**config.mk**
```make
export PLATFORM = sky130hd
export DESIGN_NAME = serial_adder
export DESIGN_NICKNAME = d
export VERILOG_FILES = /design/src/rtl/serial_adder.sv
export SDC_FILE = /design/constraint.sdc
export NUM_CORES = 1
export LEC_CHECK = 0
export BUFFER_PORTS_ARGS = -buffer_cell sky130_fd_sc_hd__buf_4
export CORE_MARGIN = 3
export CORE_UTILIZATION = 40
export CTS_CLUSTER_SIZE = 14
export DETAILED_ROUTE_END_ITERATION = 10
export PLACE_DENSITY = 0.67
export SLEW_MARGIN = 10
export SYNTH_ARGS = -nofsm -noshare
export SYNTH_HDL_FRONTEND = slang
export SYNTH_SLANG_ARGS = --single-unit
```
**constraint.sdc**
```tcl
create_clock -name clk -period 1.45 [get_ports clk]
set_clock_uncertainty 0.1 [all_clocks]
set_input_delay 0.0725 -clock clk [delete_from_list [all_inputs] [get_ports clk]]
set_output_delay 0.0725 -clock clk [all_outputs]
set_load 0.03 [all_outputs]
```
**src/rtl/serial_adder.sv**
```systemverilog
// Bit-serial adder: one full-adder cell, LSB first, valid/ready on both sides.
// Optional subtract mode enabled by defining SERIAL_ADDER_SUB_EN (adds port in_sub).
module serial_adder #(
  parameter int unsigned WIDTH = 8
) (
  input  logic             clk,
  input  logic             rst_n,
  input  logic             in_valid,
  output logic             in_ready,
  input  logic [WIDTH-1:0] in_a,
  input  logic [WIDTH-1:0] in_b,
  input  logic             in_c,
`ifdef SERIAL_ADDER_SUB_EN
  input  logic             in_sub,
`endif
  output logic             out_valid,
  input  logic             out_ready,
  output logic [WIDTH-1:0] out_sum,
  output logic             out_carry,
  output logic             busy
);

  localparam int unsigned CNT_W = (WIDTH > 1) ? $clog2(WIDTH) : 1;

  typedef enum logic [1:0] {
    IDLE,
    RUN,
    DONE
  } state_e;

  state_e             state_q, state_d;
  logic [WIDTH-1:0]   a_q, a_d;
  logic [WIDTH-1:0]   b_q, b_d;
  logic [WIDTH-2:0]   acc_q, acc_d;
  logic               carry_q, carry_d;
  logic [CNT_W-1:0]   cnt_q, cnt_d;
  logic [WIDTH-1:0]   out_sum_q, out_sum_d;
  logic               out_carry_q, out_carry_d;

  logic               fa_sum;
  logic               fa_carry;
  logic [WIDTH-1:0]   acc_shift;

  // Single full-adder cell on the current LSBs.
  always_comb begin
    fa_sum    = a_q[0] ^ b_q[0] ^ carry_q;
    fa_carry  = (a_q[0] & b_q[0]) | (a_q[0] & carry_q) | (b_q[0] & carry_q);
    // Result register holds WIDTH-1 bits; the final sum bit joins on the last edge.
    acc_shift = {fa_sum, acc_q};
  end

  always_comb begin
    state_d     = state_q;
    a_d         = a_q;
    b_d         = b_q;
    acc_d       = acc_q;
    carry_d     = carry_q;
    cnt_d       = cnt_q;
    out_sum_d   = out_sum_q;
    out_carry_d = out_carry_q;

    case (state_q)
      IDLE: begin
        if (in_valid) begin
          a_d     = in_a;
          b_d     = in_b;
          carry_d = in_c;
`ifdef SERIAL_ADDER_SUB_EN
          // Subtract as a + ~b + 1; carry-out of 1 then means no borrow.
          if (in_sub) begin
            b_d     = ~in_b;
            carry_d = 1'b1;
          end
`endif
          cnt_d   = '0;
          state_d = RUN;
        end
      end
      RUN: begin
        a_d     = a_q >> 1;
        b_d     = b_q >> 1;
        acc_d   = acc_shift[WIDTH-1:1];
        carry_d = fa_carry;
        cnt_d   = cnt_q + CNT_W'(1);
        if (cnt_q == CNT_W'(WIDTH - 1)) begin
          out_sum_d   = acc_shift;
          out_carry_d = fa_carry;
          state_d     = DONE;
        end
      end
      DONE: begin
        if (out_ready) begin
          state_d = IDLE;
        end
      end
      default: state_d = IDLE;
    endcase
  end

  always_ff @(posedge clk or negedge rst_n) begin
    if (!rst_n) begin
      state_q     <= IDLE;
      a_q         <= '0;
      b_q         <= '0;
      acc_q       <= '0;
      carry_q     <= 1'b0;
      cnt_q       <= '0;
      out_sum_q   <= '0;
      out_carry_q <= 1'b0;
    end else begin
      state_q     <= state_d;
      a_q         <= a_d;
      b_q         <= b_d;
      acc_q       <= acc_d;
      carry_q     <= carry_d;
      cnt_q       <= cnt_d;
      out_sum_q   <= out_sum_d;
      out_carry_q <= out_carry_d;
    end
  end

  assign in_ready  = (state_q == IDLE);
  assign out_valid = (state_q == DONE);
  assign busy      = (state_q == RUN) || (state_q == DONE);
  assign out_sum   = out_sum_q;
  assign out_carry = out_carry_q;

endmodule

```
==> impl_metrics.csv <==
group,metric,value,unit
status,status,"finished with violations",
status,violations,"setup timing",
yosys,async_flop_share,1.00,
timing,final_hold_viol_count,0,
timing,slew_headroom,0.685,
power_and_ir_drop,p_int,3.22,mW
yosys,yosysTopAreaCellShare,0.558,
worst_setup_path,start_kind,"register",
power_and_ir_drop,max-vdd-ir-drop,1.13,mV
clocking,htreeDepth,2,
yosys,synth.area.top_cells,"dfrtp_1 (56%), mux2_2 (11%), mux2i_1 (8.8%), o21ai_0 (4.4%), nand2_1 (4.0%)",
grt,grt_pass1_vias,1243,
timing,hold_slack,0.0393,ns
floorplan,start_util,0.420,
worst_setup_path,worstPathRequired,1.51,ns
job,cap_violations,0,
final_layout,fillers,321,
yosys,avgSynthCellArea,12.4,sq um
timing,fin_crit,1.48,ns
floorplan,die_w,71.2,um
detailed_routing,viasPerCell,4.92,
floorplan,core,4060,sq um
yosys,synth_top_area_cell,"dfrtp_1",
min_path,hold_path.class,"input port to register",
final_layout,multi_input_area,772,sq um
final_layout,antenna_cells,0,
place,port_buffers,32,
worst_setup_path,critical-path-max-stage-delay,0.39,ns
worst_setup_path,cp_num_buf_inv,0,
power_and_ir_drop,p_sw_frac,0.362,
worst_setup_path,endpoint_kind,"register",
yosys,synth_flop_cell,"dfrtp_1",
floorplan,dieArea,5080,sq um
timing,setup_ws,-0.0297,ns
clocking,cts_buffer_depth,2,
yosys,ys_seq_area_frac,0.558,
yosys,netlist_area,1700,sq um
final_layout,area_growth,44.5,%
grt,grt_max_degree,39,
clocking,cts-root-buf,"clkbuf_8",
detailed_routing,drt_first_pass_iters,4,
detailed_routing,vias,1234,
yosys,synth_cell_types,22,
grt,antenna_found_initial,0,
detailed_routing,routed_wl,3480,um
worst_setup_path,crit_path_frequent_cell,"a31oi_1",
floorplan,std_cell_rows,23,
timing,fmax,676,MHz
power_and_ir_drop,total_power,5.04,mW
floorplan,die_h,71.2,um
yosys,synth-edff-count,0,
clocking,numClockSinks,38,
worst_setup_path,crit_type,"register to register",
power_and_ir_drop,seqPwrFrac,0.359,
worst_setup_path,crit_family,"flip-flops",
yosys,synth_common_cells,"dfrtp_1 (38), nand2_1 (18), mux2_2 (16)",
yosys,postSynthCellCount,137,
place,gp_congestion,0.755,
clocking,cts_tree,"built",
clocking,clk-insertion-delay-late,0.28,ns
worst_setup_path,crit_arrival,1.54,ns
timing,drv_slew,0,
final_layout,drive_gt1_frac,0.413,
detailed_routing,drtAntennaViolNets,0,
detailed_routing,drtIter0Drc,69,
yosys,yosys_warnings,0,
timing,tightest_slew,0.472,ns
final_layout,seqCellArea,952,sq um
detailed_routing,drc,0,
worst_setup_path,crit_slowest_cell,"dfrtp_1",
grt,track_usage,0.144,
worst_setup_path,cp_max_fo,4,
timing,fin_crit_sh,1.02,
timing,rsz0062_at_grt,"yes",
final_layout,nets,228,
yosys,yosys.cell_count.top_type,"dfrtp_1",
grt,overflow,0,
worst_setup_path,crit_chain,"ha_2 -> ha_4 -> nand2b_1 -> a31oi_1 -> a31oi_1",
grt,grt_pass1_wl,5720,um
detailed_routing,post_drt_wl_per_cell,13.9,um
place,hpwl,2330,um
power_and_ir_drop,p_leak,1.20,nW
yosys,synth_seq_cells,38,
power_and_ir_drop,power_density,2050,nW/um^2
timing,finalSetupViolations,8,
power_and_ir_drop,p_clk_frac,0.132,
floorplan,io_pins,33,
clocking,clk_pin_slew_worst_paths,0.07,ns
yosys,syn_nets,164,
power_and_ir_drop,combPwrFrac,0.510,
clocking,cts_buffers,5,
power_and_ir_drop,power_switching,1.82,mW
-- routing by layer --
| layer | share of wire | global-route usage | vias to the layer above |
|---|---|---|---|
| li1 | - | - | 608 |
| met1 | 0.43 | 0.183 | 595 |
| met2 | 0.52 | 0.238 | 26 |
| met3 | 0.042 | 0.0351 | 5 |
| met4 | 0.013 | 0.0564 | 0 |
| met5 | 0 | 0 | - |
-- placed cells by master, fill, tap and decap left out, types with 2 or more instances in the layout --
master         instances
buf_6                  2
o21ai_1               16
dfrtp_1               37
clkinv_2               2
buf_12                 4
nand2b_1               2
clkbuf_8               5
a32o_1                 2
inv_1                  2
nand2_4                2
buf_4                 39
ha_4                   3
mux2_2                15
and3_1                 2
a31oi_1                4
a21oi_2                2
nand2_1               18
mux2i_1               15
inv_2                  2
dlygate4sd3_1         16
-- registers in the layout (all words and copies together), names as in the netlist --
| register | flops |
|---|---|
| b_q | 8 |
| state_q | 2 |
| cnt_q | 3 |
| a_q | 8 |
| acc_q | 7 |
| carry_q | 1 |
| out_sum | 8 |
| out_carry | 1 |
-- metrics by stage --
step	setup WS (ns)	instance area, sq um	util	instances	setup TNS (ns)
3_5_place_dp	-0.0877	2100	0.517	223	-0.535
4_1_cts	-0.0193	2390	0.589	248	-0.108
3_3_place_gp	-0.0326	2100	0.517	223	-0.0438
5_1_grt	-0.0838	2460	0.607	251	-1.15
6_report	-0.0297	2460	0.607	251	-0.0916
2_1_floorplan	-0.0353	1760	-	137	-0.382
-- power groups by stage --
| stage | logic, mW | clock network, mW | registers (mW) |
|---|---|---|---|
| 6_report | 2.57 | 0.663 | 1.81 |
| 5_1_grt | 2.79 | 0.751 | 1.86 |
| 4_1_cts | 2.39 | 0.692 | 1.80 |
| 3_5_place_dp | 2.23 | 0 | 1.81 |
| 3_3_place_gp | 2.17 | 0 | 1.77 |
| 2_1_floorplan | 1.54 | 0 | 1.87 |
-- worst min-delay path: cells and delay by family --
family	cells	cell delay (ns)
AOI/OAI and AO/OA	1	0.06
buffers and inverters	1	0.13
and+or+nand+nor	2	0.12
-- logic make-up (layout without fill, tap and decap cells) --
kind of cell               count (synthesis)  in the layout  share of synthesized area
DFF                                       38             38                      0.558
muxes                                     32             32                      0.202
AOI/OAI and AO/OA                         26             26                     0.0867
and+or+nand+nor                           25             26                     0.0654
buffers and inverters                     10             73                     0.0389
adders and majority gates                  6              6                     0.0485
-- layout make-up --
type | instances | share of cell area
timing repair buffer | 62 | 0.236
tap | 50 | 0.0254
multi-input combinational | 90 | 0.314
inverter | 4 | 0.00610
sequential | 38 | 0.387
clock inverter | 2 | 0.00407
clock buffer | 5 | 0.0280
-- what timing repair did --
item                                    4_1_cts  5_1_grt
setup buffers                                 1        2
cloned                                        1        1
hold endpoints to repair                     53        0
hold buffers                                 16        0
pin swaps                                     2        3
endpoints found under the setup margin       33       38
resized for setup                             8       10
-- worst paths after layout --
kind	startpoint	end	slack (ns)	cells past startpoint
setup / recovery	cnt_q[0]	state_q[0]	-0.03	5
hold / removal	in_valid	b_q[7]	0.04	4
max in group asynchronous	rst_n	state_q[0]	0.71	2
hold reg to reg	a_q[2]	a_q[2]	0.38	2
min in group asynchronous	rst_n	b_q[1]	0.18	2
setup reg to reg	cnt_q[0]	state_q[0]	-0.03	5
Power figures use the tool's default switching activity.
